===== src/rtl/range_pkg.sv =====
// Shared types and sizes for the echo range scanner: scan state encoding,
// channel/width sizing and small channel-select helpers.
package range_pkg;

    localparam int NUM_CH  = 3;
    localparam int CH_W    = 2;
    localparam int WIDTH_W = 16;

    typedef enum logic [2:0] {
        IDLE      = 3'd0,
        TRIG      = 3'd1,
        WAIT_RISE = 3'd2,
        MEASURE   = 3'd3,
        GUARD     = 3'd4
    } scan_state_e;

    function automatic logic [NUM_CH-1:0] ch_onehot(input logic [CH_W-1:0] ch);
        logic [NUM_CH-1:0] oh;
        case (ch)
            2'd0:    oh = 3'b001;
            2'd1:    oh = 3'b010;
            2'd2:    oh = 3'b100;
            default: oh = 3'b000;
        endcase
        return oh;
    endfunction

    // Round-robin successor: 0 -> 1 -> 2 -> 0.
    function automatic logic [CH_W-1:0] next_ch(input logic [CH_W-1:0] ch);
        return (ch == 2'd2) ? 2'd0 : ch + 2'd1;
    endfunction

endpackage


===== src/rtl/tick_prescaler.sv =====
// Free-running divider producing a one-cycle tick every PRESCALE clocks while
// enabled; held at zero when disabled so the tick phase restarts cleanly.
module tick_prescaler #(
    parameter int PRESCALE = 10
) (
    input  logic clk,
    input  logic rst_n,
    input  logic en,
    output logic tick
);

    localparam int CW = $clog2(PRESCALE);
    localparam logic [CW-1:0] LAST = CW'(PRESCALE - 1);
    localparam logic [CW-1:0] ONE  = CW'(1);

    logic [CW-1:0] cnt;

    always_ff @(posedge clk or negedge rst_n) begin
        if (!rst_n) begin
            cnt <= '0;
        end else if (!en) begin
            cnt <= '0;
        end else if (cnt == LAST) begin
            cnt <= '0;
        end else begin
            cnt <= cnt + ONE;
        end
    end

    assign tick = en && (cnt == LAST);

endmodule


===== src/rtl/echo_range_scanner.sv =====
// Round-robin ultrasonic ranging front end: triggers three sensors in turn,
// times each echo in ticks and debounces the near/far result per channel.
module echo_range_scanner
    import range_pkg::*;
#(
    parameter int PRESCALE      = 10,
    parameter int TRIG_TICKS    = 10,
    parameter int TIMEOUT_TICKS = 30000,
    parameter int NEAR_TICKS    = 5800,
    parameter int GUARD_TICKS   = 10000,
    parameter int CONFIRM       = 2
) (
    input  logic               clk,
    input  logic               rst_n,
    input  logic               ena,
    input  logic [NUM_CH-1:0]  echo,
    output logic [NUM_CH-1:0]  trig,
    output logic [NUM_CH-1:0]  near,
    output logic               meas_valid,
    output logic [CH_W-1:0]    meas_ch,
    output logic [WIDTH_W-1:0] meas_width,
    output logic               meas_timeout
);

    localparam logic [WIDTH_W-1:0] ONE          = WIDTH_W'(1);
    localparam logic [WIDTH_W-1:0] TRIG_LAST    = WIDTH_W'(TRIG_TICKS - 1);
    localparam logic [WIDTH_W-1:0] TIMEOUT_LAST = WIDTH_W'(TIMEOUT_TICKS - 1);
    localparam logic [WIDTH_W-1:0] TIMEOUT_W    = WIDTH_W'(TIMEOUT_TICKS);
    localparam logic [WIDTH_W-1:0] GUARD_LAST   = WIDTH_W'(GUARD_TICKS - 1);
    localparam logic [WIDTH_W-1:0] NEAR_LIM     = WIDTH_W'(NEAR_TICKS);
    localparam logic [1:0]         CONF_LAST    = 2'(CONFIRM - 1);

    logic tick;

    tick_prescaler #(
        .PRESCALE (PRESCALE)
    ) u_prescaler (
        .clk   (clk),
        .rst_n (rst_n),
        .en    (ena),
        .tick  (tick)
    );

    logic [NUM_CH-1:0] echo_meta;
    logic [NUM_CH-1:0] echo_sync;

    always_ff @(posedge clk or negedge rst_n) begin
        if (!rst_n) begin
            echo_meta <= '0;
            echo_sync <= '0;
        end else begin
            echo_meta <= echo;
            echo_sync <= echo_meta;
        end
    end

    scan_state_e        state, state_d;
    logic [CH_W-1:0]    sel, sel_d;
    logic [WIDTH_W-1:0] cnt, cnt_d;
    logic [NUM_CH-1:0]  trig_d;
    logic               res_valid;
    logic [WIDTH_W-1:0] res_width;
    logic               res_timeout;
    logic               echo_act;
    logic               meas_near;

    assign echo_act = echo_sync[sel];

    // The width counter also counts a tick coinciding with the detected rise,
    // so an echo high for N*PRESCALE clocks always measures N ticks.
    always_comb begin
        state_d     = state;
        sel_d       = sel;
        cnt_d       = cnt;
        trig_d      = trig;
        res_valid   = 1'b0;
        res_width   = cnt;
        res_timeout = 1'b0;
        case (state)
            IDLE: begin
                if (tick) begin
                    state_d = TRIG;
                    cnt_d   = '0;
                    trig_d  = ch_onehot(sel);
                end
            end
            TRIG: begin
                if (tick) begin
                    if (cnt == TRIG_LAST) begin
                        trig_d  = '0;
                        state_d = WAIT_RISE;
                        cnt_d   = '0;
                    end else begin
                        cnt_d = cnt + ONE;
                    end
                end
            end
            WAIT_RISE: begin
                if (echo_act) begin
                    state_d = MEASURE;
                    cnt_d   = tick ? ONE : '0;
                end else if (tick) begin
                    if (cnt == TIMEOUT_LAST) begin
                        res_valid   = 1'b1;
                        res_width   = TIMEOUT_W;
                        res_timeout = 1'b1;
                        state_d     = GUARD;
                        cnt_d       = '0;
                    end else begin
                        cnt_d = cnt + ONE;
                    end
                end
            end
            MEASURE: begin
                if (!echo_act) begin
                    res_valid = 1'b1;
                    res_width = cnt;
                    state_d   = GUARD;
                    cnt_d     = '0;
                end else if (tick) begin
                    if (cnt == TIMEOUT_LAST) begin
                        res_valid   = 1'b1;
                        res_width   = TIMEOUT_W;
                        res_timeout = 1'b1;
                        state_d     = GUARD;
                        cnt_d       = '0;
                    end else begin
                        cnt_d = cnt + ONE;
                    end
                end
            end
            GUARD: begin
                if (tick) begin
                    if (cnt == GUARD_LAST) begin
                        sel_d   = next_ch(sel);
                        trig_d  = ch_onehot(next_ch(sel));
                        state_d = TRIG;
                        cnt_d   = '0;
                    end else begin
                        cnt_d = cnt + ONE;
                    end
                end
            end
            default: begin
                state_d = IDLE;
            end
        endcase
        if (!ena) begin
            state_d   = IDLE;
            sel_d     = '0;
            cnt_d     = '0;
            trig_d    = '0;
            res_valid = 1'b0;
        end
    end

    // meas_valid is a one-cycle strobe with no back-pressure; meas_ch,
    // meas_width and meas_timeout are valid with it and hold until the next one.
    always_ff @(posedge clk or negedge rst_n) begin
        if (!rst_n) begin
            state        <= IDLE;
            sel          <= '0;
            cnt          <= '0;
            trig         <= '0;
            meas_valid   <= 1'b0;
            meas_ch      <= '0;
            meas_width   <= '0;
            meas_timeout <= 1'b0;
            meas_near    <= 1'b0;
        end else begin
            state      <= state_d;
            sel        <= sel_d;
            cnt        <= cnt_d;
            trig       <= trig_d;
            meas_valid <= res_valid;
            if (res_valid) begin
                meas_ch      <= sel;
                meas_width   <= res_width;
                meas_timeout <= res_timeout;
                meas_near    <= !res_timeout && (res_width < NEAR_LIM);
            end
        end
    end

    // Per-channel run of results disagreeing with the current near bit.
    logic [1:0] conf [NUM_CH];

    always_ff @(posedge clk or negedge rst_n) begin
        if (!rst_n) begin
            near <= '0;
            for (int i = 0; i < NUM_CH; i++) conf[i] <= 2'd0;
        end else if (!ena) begin
            near <= '0;
            for (int i = 0; i < NUM_CH; i++) conf[i] <= 2'd0;
        end else if (meas_valid) begin
            if (meas_near != near[meas_ch]) begin
                if (conf[meas_ch] == CONF_LAST) begin
                    near[meas_ch] <= meas_near;
                    conf[meas_ch] <= 2'd0;
                end else begin
                    conf[meas_ch] <= conf[meas_ch] + 2'd1;
                end
            end else begin
                conf[meas_ch] <= 2'd0;
            end
        end
    end

endmodule


===== config.mk =====
export PLATFORM = sky130hd
export DESIGN_NAME = echo_range_scanner
export DESIGN_NICKNAME = d
export VERILOG_FILES = /design/src/rtl/range_pkg.sv /design/src/rtl/tick_prescaler.sv /design/src/rtl/echo_range_scanner.sv
export SDC_FILE = /design/constraint.sdc
export NUM_CORES = 1
export LEC_CHECK = 0
export CAP_MARGIN = 10
export CORE_ASPECT_RATIO = 2
export CORE_UTILIZATION = 52
export CTS_CLUSTER_SIZE = 14
export DETAILED_ROUTE_END_ITERATION = 10
export GPL_ROUTABILITY_DRIVEN = 0
export MAX_ROUTING_LAYER = met4
export PLACE_DENSITY = 0.84
export SETUP_SLACK_MARGIN = 0.15
export SYNTH_ARGS = -nofsm -noshare
export SYNTH_HDL_FRONTEND = slang
export SYNTH_SLANG_ARGS = --single-unit

===== constraint.sdc =====
create_clock -name clk -period 2.7 [get_ports clk]
set_clock_uncertainty 0.15 [all_clocks]
set_input_delay 0.54 -clock clk [delete_from_list [all_inputs] [get_ports clk]]
set_output_delay 0.54 -clock clk [all_outputs]
set_load 0.005 [all_outputs]

### Word-level counts from Yosys, hierarchy flattened

Index checks and enable logic that the tools add are counted.

| word-level totals | value |
|---|---|
| output and inout port bits | 26 |
| register bits after elaboration | 64 |

| operators by class | value |
|---|---|
| $add $sub $neg | 4 |
| equality and inequality tests | 27 |
| bitwise gates (word level) | 3 |
| muxes and demuxes | 73 |
| $lt $le $gt $ge | 6 |
| reductions and logical operators | 13 |

Operator list:

| kind | count |
|---|---|
| $mux 16 | 14 |
| $pmux 16 s5 | 1 |
| $mux 3 | 20 |
| $pmux 16 s2 | 1 |
| $pmux 3 s3 | 3 |
| $mux 6 | 4 |
| $add 16x1->16 const B | 1 |
| $eq 16x14->1 const B | 1 |
| $eq 16x15->1 const B | 1 |
| $eq 16x4->1 const B | 1 |
| $lt 16x13->1 const B | 1 |
| $mux 2 | 8 |
| $ne 3x3->1 const B | 5 |
| $pmux 3 s5 | 1 |
| $ne 2x1->1 const B | 6 |
| $mux 1 | 10 |
| $mux 4 | 2 |
| $and 6x6->6 | 1 |
| $bwmux 6 | 1 |
| $eq 2x1->1 const B | 3 |
| $eq 3x2->1 const B | 2 |
| $lt 2x3->1 const B | 2 |
| $ne 6x1->1 const B | 1 |
| $not 6->6 | 1 |
| other kinds (26) | 35 |

### Longest topological paths before layout

Gate-level depths: netlist (run 1).

| logic depth | value |
|---|---|
| depth after elaboration | 11 |
| depth in mapped cells | 11 |

### Modules after synthesis

Synthesis (run 1) repeated with hierarchy kept, for this count alone.

| second synthesis, totals | value |
|---|---|
| cell total of the unflattened synthesis | 365 |
| area, all modules | 3,558.4 um2 |

Modules (own cells, without submodules):

| module | sequential area each (um2) | cells an instance | times used | area an instance (um2) |
|---|---|---|---|---|
| echo_range_scanner | 1,501.4 | 345 | 1 | 3,345.7 |
| tick_prescaler | 100.1 | 20 | 1 | 212.7 |

### Least setup slack after synthesis (run 1)

No wires, ideal clock.

| timing | value |
|---|---|
| path type | register to register |
| start | reg cnt[6] |
| end | reg trig[2] |
| setup time | 78 ps |
| stages on the path, launching flop included | 9 |
| clock period less this slack | 2,687 ps |
| arrival | 2,459 ps |
| setup slack | 13 ps |
| cells stage by stage | dfrtp_1 buf_6 or3_1 or4_4 o21a_1 or2_1 buf_6 or4_1 a21oi_1 |

| on the way | value |
|---|---|
| cells in the longest elaborated chain, start to end | 3 |
| elaborated cells between the ends (all ways) | 5 |

RTL lines:

| what | line | RTL |
|---|---|---|
| start, declared | echo_range_scanner.sv:59 | `logic [WIDTH_W-1:0] cnt, cnt_d;` |
| start signal, assigned | echo_range_scanner.sv:173 | `cnt <= cnt_d;` |
| $eq 16x14->1 / $eq 16x4->1 (equally long branches) | echo_range_scanner.sv:134, echo_range_scanner.sv:89 |  |
| $ne 3x3->1 (no line) | - |  |
| $reduce_and 6->1 (no line) * | - |  |
| end signal, assigned | echo_range_scanner.sv:174 | `trig <= trig_d;` |
| end, declared | echo_range_scanner.sv:17 | `output logic [NUM_CH-1:0] trig,` |

Every way passes the cells marked *; elsewhere a longest branch is shown, timed or not.
A chain may end at the register's enable or synchronous reset.

### Worst setup path in the final report (run 1)

| timing | value |
|---|---|
| start | reg cnt[6] |
| end | reg trig[1] |

The elaborated chain is that of the path after synthesis.

==> flow_summary.json, run 1 <==
{
  "yosys.area.top_type": "dfrtp_1",
  "yosysSeqAreaShare_pct": 47.0,
  "final_antenna_net_count": 0,
  "grt_pass1_vias": 3253,
  "drv_slew": 0,
  "syn_area_sq_mm": 0.00341,
  "htreeDepth": 3,
  "clock_sinks": 64,
  "ff_latch_area_sq_mm": 0.00160,
  "syn2layout_area_growth_pct": 28.2,
  "maxCapViolCount": 0,
  "rows": 41,
  "crit_slowest_cell": "or4b_1",
  "clock.fmax_ghz": 0.390,
  "cp-end-kind": "flop",
  "synthTopCellsByCount": "dfrtp_1 (64), nand2_1 (34), nor2_1 (31)",
  "drc": 0,
  "hold_ws_ps": 46.1,
  "critPathRequiredTime_ps": 2810,
  "vdd_ir_drop_max_mv": 0.404,
  "tns_ps": 0,
  "numPortBuffers": 31,
  "cp-startpoint": "cnt[6]",
  "clk_pin_slew_ps": 60,
  "drt_iter0_markers": 214,
  "synth_top_area_share_pct": 47.0,
  "hold_viol_final": 0,
  "path_cells": "or3_4, or4_4, o21a_1, or2_4, or4b_1, a21oi_1",
  "start_util_pct": 54.0,
  "postSynthAreaPerCell_sq_um": 9.57,
  "syn-num-nets": 367,
  "cts_inserted_buffers": 9,
  "die_h_microns": 116,
  "via_per_inst": 6.29,
  "crit_family": "simple AND/OR/NAND/NOR gates",
  "multi_input_area_sq_mm": 0.00174,
  "layout-drive-gt1-share_pct": 19.7,
  "synthTopCellsByArea": "dfrtp_1 (47%), nand2_1 (3.7%), mux2_2 (3.6%)",
  "cp_num_buf_inv": 0,
  "fin_crit_ps": 2570,
  "dieArea_sq_mm": 0.00690,
  "nets": 423,
  "setup_ws_ps": 134,
  "worst_pin_slew_ps": 595,
  "r2r-start": "cnt[6]",
  "coreArea_sq_mm": 0.00631,
  "reg2reg_slack_ps": 130,
  "yosysMostFrequentCell": "dfrtp_1",
  "status": "finished, final reports clean",
  "wl_per_cell_microns": 18.9,
  "routed_wirelength_mm": 9.49,
  "place_hpwl_mm": 6.67,
  "rsz0062_at_grt": "true",
  "worstPathArrival_ps": 2680,
  "root_buffer": "clkbuf_16",
  "num_vias": 3164,
  "hold_class": "in2async",
  "fill_cells": 468,
  "antenna_found_initial": 0,
  "cp_max_fo": 7,
  "maxSlewHeadroom_pct": 60.0,
  "synth_edf_count": 0,
  "ys_ff_latch": 64,
  "yosysWarnings": 0,
  "antenna_cells": 0,
  "post-place-ws_ps": 55.0,
  "fin_crit_sh_pct": 95.0,
  "async_flop_share_pct": 100,
  "syn_inst": 356,
  "drtPass1Iterations": 6,
  "finalPower_mw": 2.13,
  "finalSetupViolations": 0,
  "path_class": "reg2reg",
  "cpPeakStageDelay_ps": 510,
  "p_leak_nw": 1.90,
  "ctsLongestPathBuffers": 2,
  "grt_pass1_wl_mm": 15.5,
  "grt_usage_pct": 31.8,
  "cts_tree": "yes",
  "insertion_delay_ps": 340,
  "gr-total-overflow": 0,
  "grt_max_degree": 27,
  "die_x_microns": 59.2,
  "ctsHoldBuffers": 0,
  "cp-start-kind": "flop",
  "ys_types": 59,
  "synth_flop_cell": "dfrtp_1",
  "power.density_mw_per_mm2": 488,
  "ios": 32
}
placed cells by master, fill, tap and decap left out, types with 4 or more instances in the layout:
master	instances
o21a_1	4
buf_4	34
nor3_1	7
ha_1	5
mux2_2	11
a21oi_1	22
and3_1	7
dfrtp_1	64
o31ai_1	7
inv_1	8
nor2_1	31
a22o_1	4
xnor2_1	4
nand4_1	7
clkbuf_16	9
nor4_1	5
o21ai_0	15
nand3_1	12
nand2_1	33
clkdlybuf4s50_1	30
mux2i_1	10
o22a_1	4
nand2b_1	5
and2_1	5
a311oi_1	7
state kept, by name (all words and copies together) (netlist names), 2 cells and up:
register	count
meas_ch	2
cnt	16
conf	6
state	3
trig	3
echo_meta	3
meas_width	16
near	3
u_prescaler.cnt	4
sel	2
echo_sync	3
per-stage QoR:
| step | std cells | cell area, sq um | utilization [%] |
|---|---|---|---|
| floorplan | 356 | 3450 | - |
| global placement | 485 | 4030 | 63.8 |
| detailed placement | 485 | 4030 | 63.8 |
| CTS | 503 | 4330 | 68.7 |
| global route | 503 | 4370 | 69.2 |
| finish | 503 | 4370 | 69.2 |
cell type report:
| class | instances | area share [%] |
|---|---|---|
| repair buffers | 67 | 13.8 |
| well taps | 86 | 2.46 |
| flip-flops and latches | 64 | 36.7 |
| inverters | 8 | 0.688 |
| multi-input cells | 262 | 39.9 |
| clock inverters | 5 | 0.716 |
| clock buffers | 11 | 5.79 |
path summary, 6_finish.rpt:
path	to	depth (start not counted)
min	u_prescaler.cnt[1]	1
min in group clk	echo_sync[0]	0
min reg2reg	echo_sync[0]	0
max reg2reg	trig[1]	6
max	trig[1]	6
max in group asynchronous	state[0]	2
layer usage:
metal | vias to the layer above | wire length, microns | track usage [%] | part of all wire, %
met3 | 54 | 472 | 7.20 | 5.0
met1 | 1534 | 3200 | 32.4 | 34
met2 | 153 | 5250 | 53.1 | 55
li1 | 1423 | - | - | -
met5 | - | 0 | - | 0
met4 | 0 | 563 | 20.8 | 5.9
worst register-to-register path: stages (launching register included):
cell and delay (ps):
dfrtp_1 390, or3_4 370, or4_4 440, o21a_1 230
or2_4 270, or4b_1 510, a21oi_1 130
repair_timing:
action | 4_1_cts | 5_1_grt
endpoints found under the setup margin | 12 | 31
buffers inserted | 2 | 0
pin swaps | 1 | 1
resized for setup | 2 | 7
power by group:
group          switching [mW]  internal (mW)  total (mW)
Sequential            0.00523          0.968       0.974
Combinational          0.0505         0.0248      0.0753
Clock                   0.417          0.666        1.08
Total                   0.473           1.66        2.13
cells by family after synthesis:
kind of cell | synth area share, %
simple gates | 21.5
compound gates | 17.4
flops | 47.0
buf+inv | 3.82
mux | 6.91
fa+ha+maj | 2.13
xor+xnor | 1.29
Power figures use the tool's default switching activity.
==> run 2, diff against run 1 <==
--- a/config.mk
+++ b/config.mk
@@ -11,7 +11,6 @@
 export CTS_CLUSTER_SIZE = 14
 export DETAILED_ROUTE_END_ITERATION = 10
 export GPL_ROUTABILITY_DRIVEN = 0
-export MAX_ROUTING_LAYER = met4
 export PLACE_DENSITY = 0.84
 export SETUP_SLACK_MARGIN = 0.15
 export SYNTH_ARGS = -nofsm -noshare
==> run 2 against run 1 <==
Compared with the run above: non-clock buffer count did not move; wire length fell by 0.23%; largest power group unchanged; worst hold slack gained 1.0 ps.
==> flow_summary.json, run 2 (synthesis results as in run 1) <==
{
  "fin_crit_ps": 2560,
  "drtPass1Iterations": 6,
  "ff_latch_area_sq_mm": 0.00160,
  "final_common_cell": "dfrtp_1",
  "num_vias": 3156,
  "maxCapViolCount": 0,
  "multi_input_area_sq_mm": 0.00174,
  "cp-start-kind": "flop",
  "fill_cells": 468,
  "final_cell_mix": "dfrtp_1 (64), buf_4 (34), nand2_1 (33)",
  "path_class": "reg2reg",
  "reg2reg_slack_ps": 140,
  "hold_class": "in2async",
  "dieArea_sq_mm": 0.00690,
  "drv_slew": 0,
  "rows": 41,
  "via_per_inst": 6.27,
  "worstPathArrival_ps": 2670,
  "vdd_ir_drop_max_mv": 0.404,
  "syn2layout_area_growth_pct": 28.2,
  "hold_ws_ps": 47.2,
  "r2r_end": "trig[1]",
  "power.density_mw_per_mm2": 489,
  "clock_sinks": 64,
  "ctsLongestPathBuffers": 2,
  "crit_family": "simple AND/OR/NAND/NOR gates",
  "cpPeakStageDelay_ps": 510,
  "final_antenna_net_count": 0,
  "hold_viol_final": 0,
  "ios": 32,
  "antenna_cells": 0,
  "numPortBuffers": 31,
  "status": "finished, final reports clean",
  "clk_pin_slew_ps": 60,
  "tns_ps": 0,
  "finalSetupViolations": 0,
  "gr-total-overflow": 0,
  "insertion_delay_ps": 340,
  "grt_pass1_wl_mm": 15.4,
  "die_x_microns": 59.2,
  "cp_num_buf_inv": 0,
  "cts_inserted_buffers": 9,
  "r2r-start": "cnt[6]",
  "finalInstanceArea_sq_mm": 0.00437,
  "rsz0062_at_grt": "true",
  "htreeDepth": 3,
  "drc": 0,
  "routed_wirelength_mm": 9.47,
  "worst_pin_slew_ps": 565,
  "worst-r2r-cell-count": 6,
  "coreArea_sq_mm": 0.00631,
  "maxSlewHeadroom_pct": 62.4,
  "dpl_cell_area_sq_mm": 0.00403,
  "grt_max_degree": 27,
  "cts_tree": "yes",
  "antenna_found_initial": 0,
  "root_buffer": "clkbuf_16",
  "grt_pass1_vias": 3237,
  "start_util_pct": 54.0,
  "cp-end-kind": "flop",
  "ctsHoldBuffers": 0,
  "top_regs": "cnt: 16 flops, meas_width: 16 flops, conf: 6 flops",
  "die_h_microns": 116,
  "clock.fmax_ghz": 0.391,
  "place_hpwl_mm": 6.67,
  "nets": 423,
  "wl_per_cell_microns": 18.8,
  "cp_max_fo": 7,
  "crit_slowest_cell": "or4b_1",
  "critPathRequiredTime_ps": 2810,
  "drt_iter0_markers": 179,
  "grt_usage_pct": 30.8,
  "fin_crit_sh_pct": 94.8,
  "layout-drive-gt1-share_pct": 19.7,
  "path_cells": "or3_4, or4_4, o21ba_4, or2_4, or4b_1, a21oi_1",
  "p_leak_nw": 1.90
}
## run 2: area by class of cell
cell class / instances / share of cell area, %
inverters: 8 / 0.688
clock inverters: 5 / 0.716
repair buffers: 67 / 13.8
multi-input cells: 262 / 39.9
well taps: 86 / 2.46
flip-flops and latches: 64 / 36.7
clock buffers: 11 / 5.79
## run 2: stage by stage
stage          total power [mW]  util [%]  setup WS (ps)  cells
2_1_floorplan              1.02         -           36.1    356
3_3_place_gp               1.06      63.8           87.5    485
3_5_place_dp               1.06      63.8           55.0    485
4_1_cts                    2.15      68.7            151    503
5_1_grt                    2.20      69.2           98.3    503
6_report                   2.13      69.2            139    503
## run 2: metal layers
| layer | global-route usage [%] | vias to the layer above | wire [microns] |
|---|---|---|---|
| li1 | - | 1420 | - |
| met4 | 21.1 | 0 | 527 |
| met3 | 7.31 | 47 | 446 |
| met2 | 52.9 | 148 | 5290 |
| met5 | 0 | - | 0 |
| met1 | 32.0 | 1541 | 3200 |
## run 2: repair_timing
| action | in CTS | in global routing |
|---|---|---|
| setup buffers | 2 | 0 |
| pin swaps | 1 | 1 |
| endpoints found under the setup margin | 12 | 31 |
| resized for setup | 2 | 7 |
## run 2: how the worst max path moves through the flow
| stage | startpoint | endpoint | slack, ps | cells after the start |
|---|---|---|---|---|
| after global placement | ena | cnt[11] | 90 | 7 |
| after CTS | cnt[6] | trig[1] | 150 | 6 |
| after global routing | cnt[6] | trig[0] | 100 | 6 |
| after floorplan | cnt[6] | trig[2] | 40 | 8 |
| final | cnt[6] | trig[1] | 140 | 6 |
| after detailed placement | ena | cnt[11] | 50 | 7 |
## run 2: power breakdown
part | internal (mW) | leakage (nW) | switching (mW)
combinational | 0.0248 | 0.884 | 0.0506
sequential | 0.968 | 0.878 | 0.00522
clock | 0.666 | 0.141 | 0.418
==> run 3, diff against run 2 <==
--- a/config.mk
+++ b/config.mk
@@ -7,12 +7,13 @@
 export LEC_CHECK = 0
 export CAP_MARGIN = 10
 export CORE_ASPECT_RATIO = 2
-export CORE_UTILIZATION = 52
+export CORE_UTILIZATION = 40
 export CTS_CLUSTER_SIZE = 14
 export DETAILED_ROUTE_END_ITERATION = 10
 export GPL_ROUTABILITY_DRIVEN = 0
-export PLACE_DENSITY = 0.84
+export PLACE_DENSITY = 0.69
 export SETUP_SLACK_MARGIN = 0.15
+export SLEW_MARGIN = 5
 export SYNTH_ARGS = -nofsm -noshare
 export SYNTH_HDL_FRONTEND = slang
 export SYNTH_SLANG_ARGS = --single-unit
==> run 3 against run 2 <==
Compared with the run above: via count shrank 3.6%; fmax down 0.62%; worst hold slack worse by 46 ps; worst setup slack worse by 16 ps; wire length down 4.3%; cell count is 2.4% higher; flip-flop and latch count stayed put; utilization fell by 16 points; die area up 29%; power rose by 2.8%.
==> flow_summary.json, run 3 (synthesis results as in run 1) <==
{
  "top_regs": "cnt: 16 flops, meas_width: 16 flops, conf: 6 flops",
  "grt_pass1_wl_mm": 15.1,
  "nets": 423,
  "final_antenna_net_count": 0,
  "power.density_mw_per_mm2": 496,
  "clk_pin_slew_ps": 50,
  "maxCapViolCount": 0,
  "insertion_delay_ps": 330,
  "cts_tree": "yes",
  "finalSetupViolations": 0,
  "via_per_inst": 5.90,
  "final_common_cell": "dfrtp_1",
  "grt_max_degree": 27,
  "ctsHoldBuffers": 0,
  "routed_wirelength_mm": 9.06,
  "p_leak_nw": 1.91,
  "start_util_pct": 41.1,
  "drt_iter0_markers": 192,
  "crit_slowest_cell": "or4_4",
  "path_common_cell": "or4_4",
  "drv_slew": 0,
  "setup_ws_ps": 123,
  "gr-total-overflow": 0,
  "coreArea_sq_mm": 0.00829,
  "fill_cells": 745,
  "rsz0062_at_grt": "true",
  "vdd_ir_drop_max_mv": 0.428,
  "final_cell_mix": "dfrtp_1 (62), nand2_1 (33), buf_4 (32)",
  "hold_viol_final": 0,
  "num_vias": 3041,
  "maxSlewHeadroom_pct": 61.4,
  "htreeDepth": 3,
  "drtPass1Iterations": 4,
  "clock_sinks": 64,
  "ctsLongestPathBuffers": 2,
  "cp_num_buf_inv": 0,
  "worst_pin_slew_ps": 573,
  "path_class": "reg2reg",
  "path_cells": "or3_4, or4_4, o21ba_4, or2_4, or4_4, a21oi_2",
  "antenna_cells": 0,
  "status": "finished, final reports clean",
  "root_buffer": "clkbuf_16",
  "grt_pass1_vias": 3193,
  "rows": 47,
  "cts_inserted_buffers": 9,
  "grt_usage_pct": 22.8,
  "fin_crit_ps": 2580,
  "syn2layout_area_growth_pct": 29.8,
  "cp_max_fo": 7,
  "hold_class": "in2async",
  "die_x_microns": 67.2,
  "ff_latch_area_sq_mm": 0.00160,
  "critPathRequiredTime_ps": 2800,
  "tns_ps": 0,
  "dieArea_sq_mm": 0.00891,
  "multi_input_area_sq_mm": 0.00175,
  "antenna_found_initial": 0,
  "cpPeakStageDelay_ps": 510,
  "clock.fmax_ghz": 0.388,
  "final_util_pct": 53.3,
  "crit_family": "simple AND/OR/NAND/NOR gates",
  "wl_per_cell_microns": 17.6,
  "cp-end-kind": "flop",
  "post-place-ws_ps": 73.8,
  "numPortBuffers": 31,
  "die_h_microns": 132,
  "worstPathArrival_ps": 2680,
  "place_hpwl_mm": 6.82,
  "ios": 32,
  "fin_crit_sh_pct": 95.4,
  "drc": 0,
  "layout-drive-gt1-share_pct": 20.6,
  "cp-start-kind": "flop"
}
==> run 3: cell count changes in the layout (fill, tap and decap cells not counted), sizes merged <==
| cell | before | now |
|---|---|---|
| bufinv | 0 | 1 |
| clkinv | 4 | 3 |
==> run 3: layer usage <==
metal  vias to the layer above  track usage, %  wire length (microns)
met5                         -               0                      0
met2                        87            40.5                   5210
met3                        34            4.05                    287
met1                      1504            22.2                   3100
met4                         0            16.7                    459
li1                       1416               -                      -
==> run 3: stage by stage <==
stage               cell area [sq um]  std cells  total power, mW  hold slack [ps]
detailed placement               4050        496             1.07              186
global route                     4420        515             2.27             31.4
finish                           4420        515             2.19             1.35
floorplan                        3450        356             1.02             94.4
global placement                 4050        496             1.06              184
CTS                              4360        512             2.22             9.44
==> run 3: worst paths after layout <==
| kind | endpoint | slack, ps | startpoint | cells after the start |
|---|---|---|---|---|
| max | trig[0] | 120 | cnt[7] | 6 |
| min | echo_sync[1] | 1 | rst_n | 1 |
| max reg2reg | trig[0] | 120 | cnt[7] | 6 |
| min reg2reg | echo_sync[1] | 200 | echo_meta[1] | 0 |
| max in group asynchronous | meas_width[4] | 1690 | rst_n | 2 |
| min in group clk | echo_sync[1] | 200 | echo_meta[1] | 0 |
==> run 3: repair_timing <==
action,CTS,global route
gates resized for setup,5,10
setup buffers,0,3
endpoints found under the setup margin,24,32
pin swaps,6,7
==> run 3: power breakdown <==
part           internal [mW]  leakage (nW)  switching (mW)
Sequential             0.968         0.875         0.00478
Combinational         0.0248         0.892          0.0504
Clock                  0.737         0.145           0.407
==> run 3: cell type report <==
type                    instances  area share, %
multi-input cells             262           39.6
flip-flops and latches         64           36.3
repair buffers                 67           14.0
clock buffers                  11           5.49
well taps                      98           2.77
clock inverters                 5           1.27
inverters                       8          0.679
==> run 3: worst reg2reg max path: cells and delay by family, from the launching register on <==
| family | cells | cell delay (ps) |
|---|---|---|
| and+or+nand+nor | 4 | 1620 |
| DFF | 1 | 380 |
| AOI/OAI and AO/OA | 2 | 360 |
